**src/rtl/arb_pkg.sv**
```systemverilog
// ============================================================================
// Module      : arb_pkg
// Description : Shared types and limits for the round-robin key arbiter.
// Revision    : 1.0 - initial release
// ============================================================================
`default_nettype none

package arb_pkg;

   localparam int N_REQ_MAX = 16;

   typedef enum logic [1:0] {
      IDLE  = 2'd0,
      ISSUE = 2'd1,
      WAIT  = 2'd2,
      ACK   = 2'd3
   } state_t;

endpackage

`default_nettype wire

```
**src/rtl/rr_key_arbiter_if.sv**
```systemverilog
// ============================================================================
// Module      : rr_key_arbiter_if
// Description : Requester and downstream signal bundle for rr_key_arbiter.
// Revision    : 1.0 - initial release
// ============================================================================
`default_nettype none

interface rr_key_arbiter_if #(
   parameter int N_REQ = 4,
   parameter int KEY_W = 4,
   parameter int ID_W  = $clog2(N_REQ)
);
   logic [N_REQ-1:0]       req;
   logic [N_REQ*KEY_W-1:0] req_key;
   logic [N_REQ-1:0]       ack;
   logic                   down_valid;
   logic [KEY_W-1:0]       down_key;
   logic [ID_W-1:0]        down_id;
   logic                   down_ready;
   logic                   down_done;
   logic                   busy;

   // Arbiter side
   modport slave (
      input  req, req_key, down_ready, down_done,
      output ack, down_valid, down_key, down_id, busy
   );

   // Requesters plus downstream resource side
   modport master (
      output req, req_key, down_ready, down_done,
      input  ack, down_valid, down_key, down_id, busy
   );
endinterface

`default_nettype wire

```
**src/rtl/rr_pick.sv**
```systemverilog
// ============================================================================
// Module      : rr_pick
// Description : Combinational round-robin winner select (rotate/encode/unrotate).
// Revision    : 1.0 - initial release
// ============================================================================
`default_nettype none

module rr_pick #(
   parameter int N_REQ = 4,
   parameter int ID_W  = $clog2(N_REQ)
) (
   input  wire logic [N_REQ-1:0] req_i,
   input  wire logic [ID_W-1:0]  rr_ptr_i,
   output logic                  any_req_o,
   output logic [ID_W-1:0]       winner_o
);
   localparam int SW = ID_W + 1;

   logic [N_REQ-1:0] w_rot;
   logic [ID_W-1:0]  w_off;
   logic             w_found;
   logic [SW-1:0]    w_sum;

   always_comb begin
      w_rot     = '0;
      w_off     = '0;
      w_found   = 1'b0;
      w_sum     = '0;
      any_req_o = |req_i;

      // Rotated bit i is the request at (rr_ptr + i) mod N_REQ
      for (int i = 0; i < N_REQ; i++) begin
         w_sum = {1'b0, rr_ptr_i} + SW'(i);
         if (w_sum >= SW'(N_REQ)) begin
            w_sum = w_sum - SW'(N_REQ);
         end
         w_rot[i] = req_i[w_sum[ID_W-1:0]];
      end

      for (int i = 0; i < N_REQ; i++) begin
         if (!w_found && w_rot[i]) begin
            w_found = 1'b1;
            w_off   = ID_W'(i);
         end
      end

      w_sum = {1'b0, rr_ptr_i} + {1'b0, w_off};
      if (w_sum >= SW'(N_REQ)) begin
         w_sum = w_sum - SW'(N_REQ);
      end
      winner_o = w_sum[ID_W-1:0];
   end

endmodule

`default_nettype wire

```
**src/rtl/rr_key_arbiter.sv**
```systemverilog
// ============================================================================
// Module      : rr_key_arbiter
// Description : Round-robin arbiter sharing one key-processing resource; all outputs registered.
// Revision    : 1.0 - initial release
// ============================================================================
`default_nettype none

module rr_key_arbiter
   import arb_pkg::*;
#(
   parameter int N_REQ = 4,
   parameter int KEY_W = 4,
   parameter int ID_W  = $clog2(N_REQ)
) (
   input  wire logic      clk,
   input  wire logic      rst,
   rr_key_arbiter_if.slave bus
);

   if (N_REQ < 2 || N_REQ > N_REQ_MAX) begin : g_param_check
      $error("rr_key_arbiter: N_REQ out of range");
   end

   state_t           state_q, state_d;
   logic [ID_W-1:0]  rr_ptr_q, rr_ptr_d;
   logic [ID_W-1:0]  down_id_q, down_id_d;
   logic [KEY_W-1:0] down_key_q, down_key_d;
   logic             down_valid_q, down_valid_d;
   logic [N_REQ-1:0] ack_q, ack_d;

   logic             w_any_req;
   logic [ID_W-1:0]  w_winner;
   logic [KEY_W-1:0] w_sel_key;
   logic [N_REQ-1:0] w_id_onehot;
   logic [ID_W-1:0]  w_ptr_next;

   rr_pick #(
      .N_REQ (N_REQ),
      .ID_W  (ID_W)
   ) u_rr_pick (
      .req_i     (bus.req),
      .rr_ptr_i  (rr_ptr_q),
      .any_req_o (w_any_req),
      .winner_o  (w_winner)
   );

   always_comb begin
      w_sel_key   = '0;
      w_id_onehot = '0;
      for (int i = 0; i < N_REQ; i++) begin
         if (ID_W'(i) == w_winner) begin
            w_sel_key = bus.req_key[i*KEY_W +: KEY_W];
         end
         w_id_onehot[i] = (ID_W'(i) == down_id_q);
      end
   end

   assign w_ptr_next = (down_id_q == ID_W'(N_REQ - 1)) ? '0 : down_id_q + ID_W'(1);

   always_comb begin
      state_d      = state_q;
      rr_ptr_d     = rr_ptr_q;
      down_id_d    = down_id_q;
      down_key_d   = down_key_q;
      down_valid_d = down_valid_q;
      ack_d        = '0;

      case (state_q)
         IDLE: begin
            if (w_any_req) begin
               down_id_d    = w_winner;
               down_key_d   = w_sel_key;
               down_valid_d = 1'b1;
               state_d      = ISSUE;
            end
         end
         ISSUE: begin
            // down_done is deliberately ignored until the key is accepted
            if (down_valid_q && bus.down_ready) begin
               down_valid_d = 1'b0;
               state_d      = WAIT;
            end
         end
         WAIT: begin
            if (bus.down_done) begin
               ack_d   = w_id_onehot;
               state_d = ACK;
            end
         end
         ACK: begin
            rr_ptr_d = w_ptr_next;
            state_d  = IDLE;
         end
         default: begin
            state_d = IDLE;
         end
      endcase
   end

   always_ff @(posedge clk) begin
      if (rst) begin
         state_q      <= IDLE;
         rr_ptr_q     <= '0;
         down_id_q    <= '0;
         down_key_q   <= '0;
         down_valid_q <= 1'b0;
         ack_q        <= '0;
      end else begin
         state_q      <= state_d;
         rr_ptr_q     <= rr_ptr_d;
         down_id_q    <= down_id_d;
         down_key_q   <= down_key_d;
         down_valid_q <= down_valid_d;
         ack_q        <= ack_d;
      end
   end

   assign bus.ack        = ack_q;
   assign bus.down_valid = down_valid_q;
   assign bus.down_key   = down_key_q;
   assign bus.down_id    = down_id_q;
   assign bus.busy       = (state_q != IDLE);

endmodule

`default_nettype wire

```
**src/flat_wrapper.sv**
```systemverilog
// flat-port wrapper written by rule: the top's interface ports become plain ports
module rr_key_arbiter_flat import arb_pkg::*;
#(
   parameter int N_REQ = 4,
   parameter int KEY_W = 4,
   parameter int ID_W  = $clog2(N_REQ)
)
  (clk, rst, bus_req, bus_req_key, bus_down_ready, bus_down_done, bus_ack, bus_down_valid, bus_down_key, bus_down_id, bus_busy);
  rr_key_arbiter_if #(.N_REQ(N_REQ), .KEY_W(KEY_W), .ID_W(ID_W)) bus_i ();
  input  wire logic clk;
  input  wire logic rst;
  input wire logic [$bits(bus_i.req)-1:0] bus_req;
  input wire logic [$bits(bus_i.req_key)-1:0] bus_req_key;
  input wire logic [$bits(bus_i.down_ready)-1:0] bus_down_ready;
  input wire logic [$bits(bus_i.down_done)-1:0] bus_down_done;
  output wire logic [$bits(bus_i.ack)-1:0] bus_ack;
  output wire logic [$bits(bus_i.down_valid)-1:0] bus_down_valid;
  output wire logic [$bits(bus_i.down_key)-1:0] bus_down_key;
  output wire logic [$bits(bus_i.down_id)-1:0] bus_down_id;
  output wire logic [$bits(bus_i.busy)-1:0] bus_busy;
  assign bus_i.req = bus_req;
  assign bus_i.req_key = bus_req_key;
  assign bus_i.down_ready = bus_down_ready;
  assign bus_i.down_done = bus_down_done;
  assign bus_ack = bus_i.ack;
  assign bus_down_valid = bus_i.down_valid;
  assign bus_down_key = bus_i.down_key;
  assign bus_down_id = bus_i.down_id;
  assign bus_busy = bus_i.busy;
  rr_key_arbiter #(.N_REQ(N_REQ), .KEY_W(KEY_W), .ID_W(ID_W)) u_core (.clk(clk), .rst(rst), .bus(bus_i));
endmodule
```
**config.mk**
```make
export PLATFORM = sky130hd
export DESIGN_NAME = rr_key_arbiter_flat
export DESIGN_NICKNAME = d
export VERILOG_FILES = /design/src/rtl/arb_pkg.sv /design/src/rtl/rr_key_arbiter_if.sv /design/src/rtl/rr_pick.sv /design/src/rtl/rr_key_arbiter.sv /design/src/flat_wrapper.sv
export SDC_FILE = /design/constraint.sdc
export NUM_CORES = 1
export LEC_CHECK = 0
export ABC_AREA = 1
export CAP_MARGIN = 10
export CORE_MARGIN = 2
export CORE_UTILIZATION = 45
export CTS_CLUSTER_DIAMETER = 50
export DETAILED_ROUTE_END_ITERATION = 6
export HOLD_SLACK_MARGIN = 0.08
export PLACE_DENSITY_LB_ADDON = 0.25
export SLEW_MARGIN = 20
export SYNTH_ARGS = -nofsm -noshare
export SYNTH_HDL_FRONTEND = slang
export SYNTH_HIERARCHICAL = 1
export SYNTH_SLANG_ARGS = --single-unit
```
**constraint.sdc**
```tcl
create_clock -name clk -period 2.8 [get_ports clk]
set_input_delay 0.56 -clock clk [delete_from_list [all_inputs] [get_ports clk]]
set_output_delay 0.56 -clock clk [all_outputs]
set_load 0.005 [all_outputs]
```
==> results.sh, run 1 <==
export IMPL_wl_per_cell_um=10.8
export IMPL_period_share_pct=90.7
export IMPL_hp_start="u_core/bus.down_key[2]"
export IMPL_die_area_mm2=0.00281
export IMPL_peakVddDrop_mv=0.556
export IMPL_worstSetupPathType="primary input to flip-flop"
export IMPL_worstReg2RegEnd="u_core/bus.down_key[1]"
export IMPL_status="completed"
export IMPL_cp_buffers_inverters=4
export IMPL_hpwl_mm=2.06
export IMPL_seqCellArea_um2=300
export IMPL_ys_types=18
export IMPL_drt_iter0_markers=28
export IMPL_antenna_found_initial=0
export IMPL_skew_ps=4.53
export IMPL_ctsHoldBuffers=0
export IMPL_ys_seq_elements=15
export IMPL_finalSetupViolCount=0
export IMPL_maxCapViolations=0
export IMPL_use_met2_pct=35.0
export IMPL_worstSkewPairLatency_ps=280
export IMPL_worst_path_dominant_cell_family="simple AND/OR/NAND/NOR gates"
export IMPL_htree_levels=1
export IMPL_fillerInstances=203
export IMPL_finalWirelength_mm=2.53
export IMPL_syn_area_mm2=0.00108
export IMPL_vias=1157
export IMPL_r2r_start="u_core/rr_ptr_q[1]"
export IMPL_yosysTopAreaCellShare_pct=27.7
export IMPL_final_cell_mix="nand2_1, clkdlybuf4s50_1, inv_1"
export IMPL_final_common_cell="nand2_1"
export IMPL_p_per_area_mw_per_mm2=855
export IMPL_crit_required_ps=3020
export IMPL_slowest_stage="clkdlybuf4s50_1"
export IMPL_worst_pin_slew_ps=403
export IMPL_holdPathStages=2
export IMPL_postSynthCellCount=170
export IMPL_dpl_cell_area_mm2=0.00144
export IMPL_io_buffer_count=35
export IMPL_clk_path_buf_depth=2
export IMPL_gr_usage_met1_pct=24.0
export IMPL_syn_avg_cell_area_um2=6.37
export IMPL_yosysTopAreaCell="dfxtp_1"
export IMPL_crit_fanout=9
export IMPL_tritoncts="built"
export IMPL_die_h_um=53.0
export IMPL_ios=36
export IMPL_synth_area_top_cells="dfxtp_1, nand2_1, ha_1"
export IMPL_cts_sinks=15
export IMPL_timing_final_ws_setup_ps=260
export IMPL_grt_usage_pct=20.2
export IMPL_rows=17
export IMPL_r2r_slack_ps=500
export IMPL_busiest_layer="met2"
export IMPL_final_cell_area_mm2=0.00148
export IMPL_period_needed_ps=2540
export IMPL_gp_congestion=0.872
export IMPL_hp_class="flip-flop to flip-flop"
export IMPL_drt_pass1_iterations=4
export IMPL_fmax_mhz=394
export IMPL_nNetsFinal=241
export IMPL_holdPathEnd="u_core/bus.down_key[2]"
export IMPL_crit_path_start_kind="primary input"
export IMPL_area_growth_pct=37.1
export IMPL_max_slew_margin_pct=73.1
export IMPL_multi_input_area_um2=646
export IMPL_grt_util_met3_pct=3.39
export IMPL_core_area_mm2=0.00223
export IMPL_crit_top_cell="nand2_1"
export IMPL_total_leakage_power_uw=0.000726
export IMPL_syn_num_nets=203
export IMPL_critPathCaptureType="flip-flop"
export IMPL_grt_start_max_net_pins=14
export IMPL_grt_pass1_vias=1009
export IMPL_grt_pass1_wl_mm=4.17
export IMPL_pre_cts_ws_ps=-157
export IMPL_num_antenna_cells=0
export IMPL_drive_gt1_share_pct=11.1
export IMPL_yosys_warnings=6
export IMPL_yosysSeqAreaShare_pct=27.7
export IMPL_cp_slowest_stage_delay_ps=420
export IMPL_rsz0062_at_grt="false"
export IMPL_finalHoldViolCount=0
export IMPL_crit_chain="clkdlybuf4s50_1, inv_1, nand2_1, nand2_1, nand2_1, nand2_1, nand3_1, a21oi_1, ha_1, xor2_2, inv_1, nand3_1, nand2_2, inv_1, nand3_1, nand3_1, nand2_1, a21oi_1"
export IMPL_cp_data_arrival_time_ps=2760
export IMPL_cts_made_buffers=3
export IMPL_slew_viol_final=0
export IMPL_clkSlewWorstSetupHoldPaths_ps=90
export IMPL_drc=0
export IMPL_grt_ovfl_total=0
export IMPL_die_width_um=53.0
export IMPL_start_util_pct=48.5
export IMPL_antenna_left=0
export IMPL_via_per_inst=4.92
export IMPL_ctsRootBufferMaster="clkbuf_4"
export IMPL_r2r_cells=16
layout make-up:
type	instances	area share, %
Clock buffer	3	1.52
Tap cell	28	2.36
Inverter	26	7.42
Timing Repair Buffer	37	24.6
Multi-Input combinational cell	125	43.5
Sequential cell	15	20.2
Clock inverter	1	0.337
how the worst max path moves through the flow:
stage               startpoint                      to  slack, ps  cells after the start
floorplan           bus_req[1]  u_core/bus.down_key[0]        680                     18
global placement    bus_req[1]  u_core/bus.down_key[0]         30                     18
detailed placement  bus_req[0]  u_core/bus.down_key[0]       -160                     18
CTS                 bus_req[0]  u_core/bus.down_key[0]        160                     18
global route        bus_req[1]  u_core/bus.down_key[3]          3                     18
finish              bus_req[0]  u_core/bus.down_key[1]        260                     18
logic make-up after synthesis:
| group | count (synthesis) | synth area share (%) |
|---|---|---|
| AOI/OAI and AO/OA | 20 | 9.25 |
| DFF | 15 | 27.7 |
| and+or+nand+nor | 95 | 37.8 |
| buffers and inverters | 30 | 14.0 |
| xor gates and xnor gates | 1 | 0.809 |
| adders and majority gates | 9 | 10.4 |
worst min-delay path, stage by stage (launching register included):
cell and delay, ps:
dfxtp_1 320, nand2_1 60, a21oi_1 60
stage by stage:
stage | setup TNS (ps) | hold slack (ps) | utilization (%) | power, uW | std cells
floorplan | 0 | 454 | - | 897 | 170
global placement | 0 | 455 | 64.5 | 1090 | 231
detailed placement | -479 | 462 | 64.5 | 1130 | 231
CTS | 0 | 477 | 65.8 | 1260 | 235
global route | 0 | 494 | 66.4 | 1400 | 235
finish | 0 | 475 | 66.4 | 1270 | 235
report_power, final:
group	leakage [uW]	internal, uW	switching (uW)
Clock	0.0000177	53.0	69.2
Sequential	0.000123	285	53.7
Combinational	0.000585	357	452
registers in the layout (all words and copies together), names as in the netlist:
name                   flops
u_core/bus.ack             4
u_core/bus.down_id         2
u_core/bus.down_valid      1
u_core/state_q             2
u_core/rr_ptr_q            2
u_core/bus.down_key        4
metal layers:
metal	share of wire (%)	vias to the layer above
li1	-	595
met1	44	530
met2	51	30
met3	4.0	2
met4	1.2	0
met5	0	-
synth_stat cells (all sizes together):
| cell type | number |
|---|---|
| a21oi | 11 |
| buf | 4 |
| dfxtp | 15 |
| ha | 9 |
| inv | 26 |
| nand2 | 63 |
| nand3 | 14 |
| nand4 | 1 |
| nor2 | 17 |
| o21ai | 9 |
| xor2 | 1 |
what timing repair did:
action / CTS / global route
setup buffers: 0 / 0
hold endpoints to repair: 0 / 0
resized for setup: 0 / 3
endpoints found under the setup margin: 0 / 4
(Power assumes the default switching activity.)
==> inputs of run 2 (changes only) <==
- SLEW_MARGIN: 20 -> not set
==> results of run 2 <==
The final DEF is identical to that of run 1; final timing and power are the same.
==> inputs of run 3 (changes only) <==
==> constraint.sdc (replaced) <==
create_clock -name clk -period 2.8 [get_ports clk]
set_input_delay 0.7 -clock clk [delete_from_list [all_inputs] [get_ports clk]]
set_output_delay 0.7 -clock clk [all_outputs]
set_load 0.005 [all_outputs]
==> run 3 against run 2 <==
Net effect: core utilization is 1.7 points higher; sequential power about the same; cell area increased by 2.5%; flip-flop and latch count unchanged; final cell count is 1.7% higher; critical path type unchanged; clock power is essentially flat; hold slack got worse by 8.2 ps.
==> results.sh, run 3 (same netlist as run 1, synthesis figures left out) <==
export IMPL_grt_pass1_wl_mm=4.23
export IMPL_final_cell_mix="nand2_1, clkdlybuf4s50_1, inv_1"
export IMPL_r2r_start="u_core/rr_ptr_q[1]"
export IMPL_io_buffer_count=35
export IMPL_worstReg2RegEnd="u_core/bus.down_key[3]"
export IMPL_area_growth_pct=40.6
export IMPL_crit_fanout=9
export IMPL_hp_class="flip-flop to flip-flop"
export IMPL_clk_path_buf_depth=2
export IMPL_finalWirelength_mm=2.58
export IMPL_dpl_cell_count=235
export IMPL_grt_pass1_vias=1073
export IMPL_fin_cells=239
export IMPL_num_antenna_cells=0
export IMPL_tritoncts="built"
export IMPL_die_width_um=53.0
export IMPL_rows=17
export IMPL_finalSetupViolCount=0
export IMPL_die_h_um=53.0
export IMPL_antenna_left=0
export IMPL_postCtsSetupBuffers=0
export IMPL_period_needed_ps=2610
export IMPL_worstSkewPairLatency_ps=280
export IMPL_worstSetupPathType="primary input to flip-flop"
export IMPL_worst_pin_slew_ps=354
export IMPL_r2r_cells=16
export IMPL_critPathCaptureType="flip-flop"
export IMPL_cts_made_buffers=3
export IMPL_slew_viol_final=0
export IMPL_core_area_mm2=0.00223
export IMPL_grt_usage_pct=20.8
export IMPL_antenna_found_initial=0
export IMPL_finalHoldViolCount=0
export IMPL_die_area_mm2=0.00281
export IMPL_worstSetupStartpoint="bus_req[1]"
export IMPL_drt_iter0_markers=19
export IMPL_drt_pass1_iterations=4
export IMPL_wl_per_cell_um=10.8
export IMPL_status="completed"
export IMPL_drive_gt1_share_pct=13.3
export IMPL_finalHoldWorstSlack_ps=467
export IMPL_maxCapViolations=0
export IMPL_crit_required_ps=3020
export IMPL_skew_ps=0.743
export IMPL_clkSlewWorstSetupHoldPaths_ps=90
export IMPL_cts_sinks=15
export IMPL_ctsRootBufferMaster="clkbuf_4"
export IMPL_r2r_slack_ps=510
export IMPL_cts_resized=0
export IMPL_grt_ovfl_total=0
export IMPL_peakVddDrop_mv=0.471
export IMPL_ios=36
export IMPL_fmax_mhz=383
export IMPL_ctsHoldBuffers=0
export IMPL_start_util_pct=48.5
export IMPL_p_per_area_mw_per_mm2=854
export IMPL_period_share_pct=93.2
export IMPL_gp_congestion=0.868
export IMPL_cp_data_arrival_time_ps=2830
export IMPL_nNetsFinal=245
export IMPL_htree_levels=1
export IMPL_total_leakage_power_uw=0.000744
export IMPL_max_slew_margin_pct=76.4
export IMPL_total_power_uw=1300
export IMPL_vias=1170
export IMPL_drc=0
export IMPL_crit_path_start_kind="primary input"
export IMPL_crit_path_end="u_core/bus.down_key[3]"
export IMPL_hpwl_mm=2.10
export IMPL_final_common_cell="nand2_1"
export IMPL_grt_start_max_net_pins=14
export IMPL_via_per_inst=4.90
export IMPL_final_util_pct=68.1
==> run 3: how the worst min path moves through the flow <==
stage | from | endpoint | slack [ps] | depth (start not counted)
2_1_floorplan | u_core/bus.down_key[0] | u_core/bus.down_key[0] | 450 | 2
3_3_place_gp | u_core/bus.down_key[2] | u_core/bus.down_key[2] | 450 | 2
3_5_place_dp | u_core/bus.down_key[2] | u_core/bus.down_key[2] | 460 | 2
4_1_cts | u_core/bus.down_key[2] | u_core/bus.down_key[2] | 470 | 2
5_1_grt | u_core/bus.down_key[2] | u_core/bus.down_key[2] | 500 | 2
6_report | u_core/bus.down_key[2] | u_core/bus.down_key[2] | 470 | 2
==> run 3: report_power, final <==
group	leakage [uW]	internal, uW	switching [uW]
Sequential	0.000123	285	54.1
Clock	0.0000177	53.1	71.9
Combinational	0.000603	379	456
==> run 3: layout make-up <==
type                    count  area, um2
clock buffers               3       22.5
clock inverters             1       5.00
fillers                   214        712
inverters                  26        110
multi-input cells         125        653
flip-flops and latches     15        300
well taps                  28       35.0
repair buffers             41        395
==> run 3: worst max-delay path, stage by stage <==
cell and delay (ps):
clkdlybuf4s50_1 420, inv_1 110, nand2_1 80, nand2_1 70, nand2_1 40, nand2_1 100
nand3_1 70, a21oi_1 130, ha_2 210, xor2_2 150, inv_1 50, nand3_1 120
nand2_4 110, nand2_2 120, nor2_1 60, nor2_1 110, nand2_1 70, a21oi_1 110
==> run 3: layer usage <==
layer | vias to the layer above | GRT usage (%) | share of wire [%]
met5 | - | 0 | 0
met4 | 0 | 12.0 | 1.7
met3 | 4 | 4.24 | 5.5
met2 | 32 | 37.5 | 52
met1 | 528 | 22.2 | 41
li1 | 606 | - | -
==> run 3: stage by stage <==
step           area [um2]  setup TNS (ps)  setup slack [ps]
6_report             1520               0               191
3_3_place_gp         1470            -377              -117
5_1_grt              1520          -0.465            -0.465
3_5_place_dp         1470            -766              -202
2_1_floorplan        1080               0               540
4_1_cts              1500               0               104
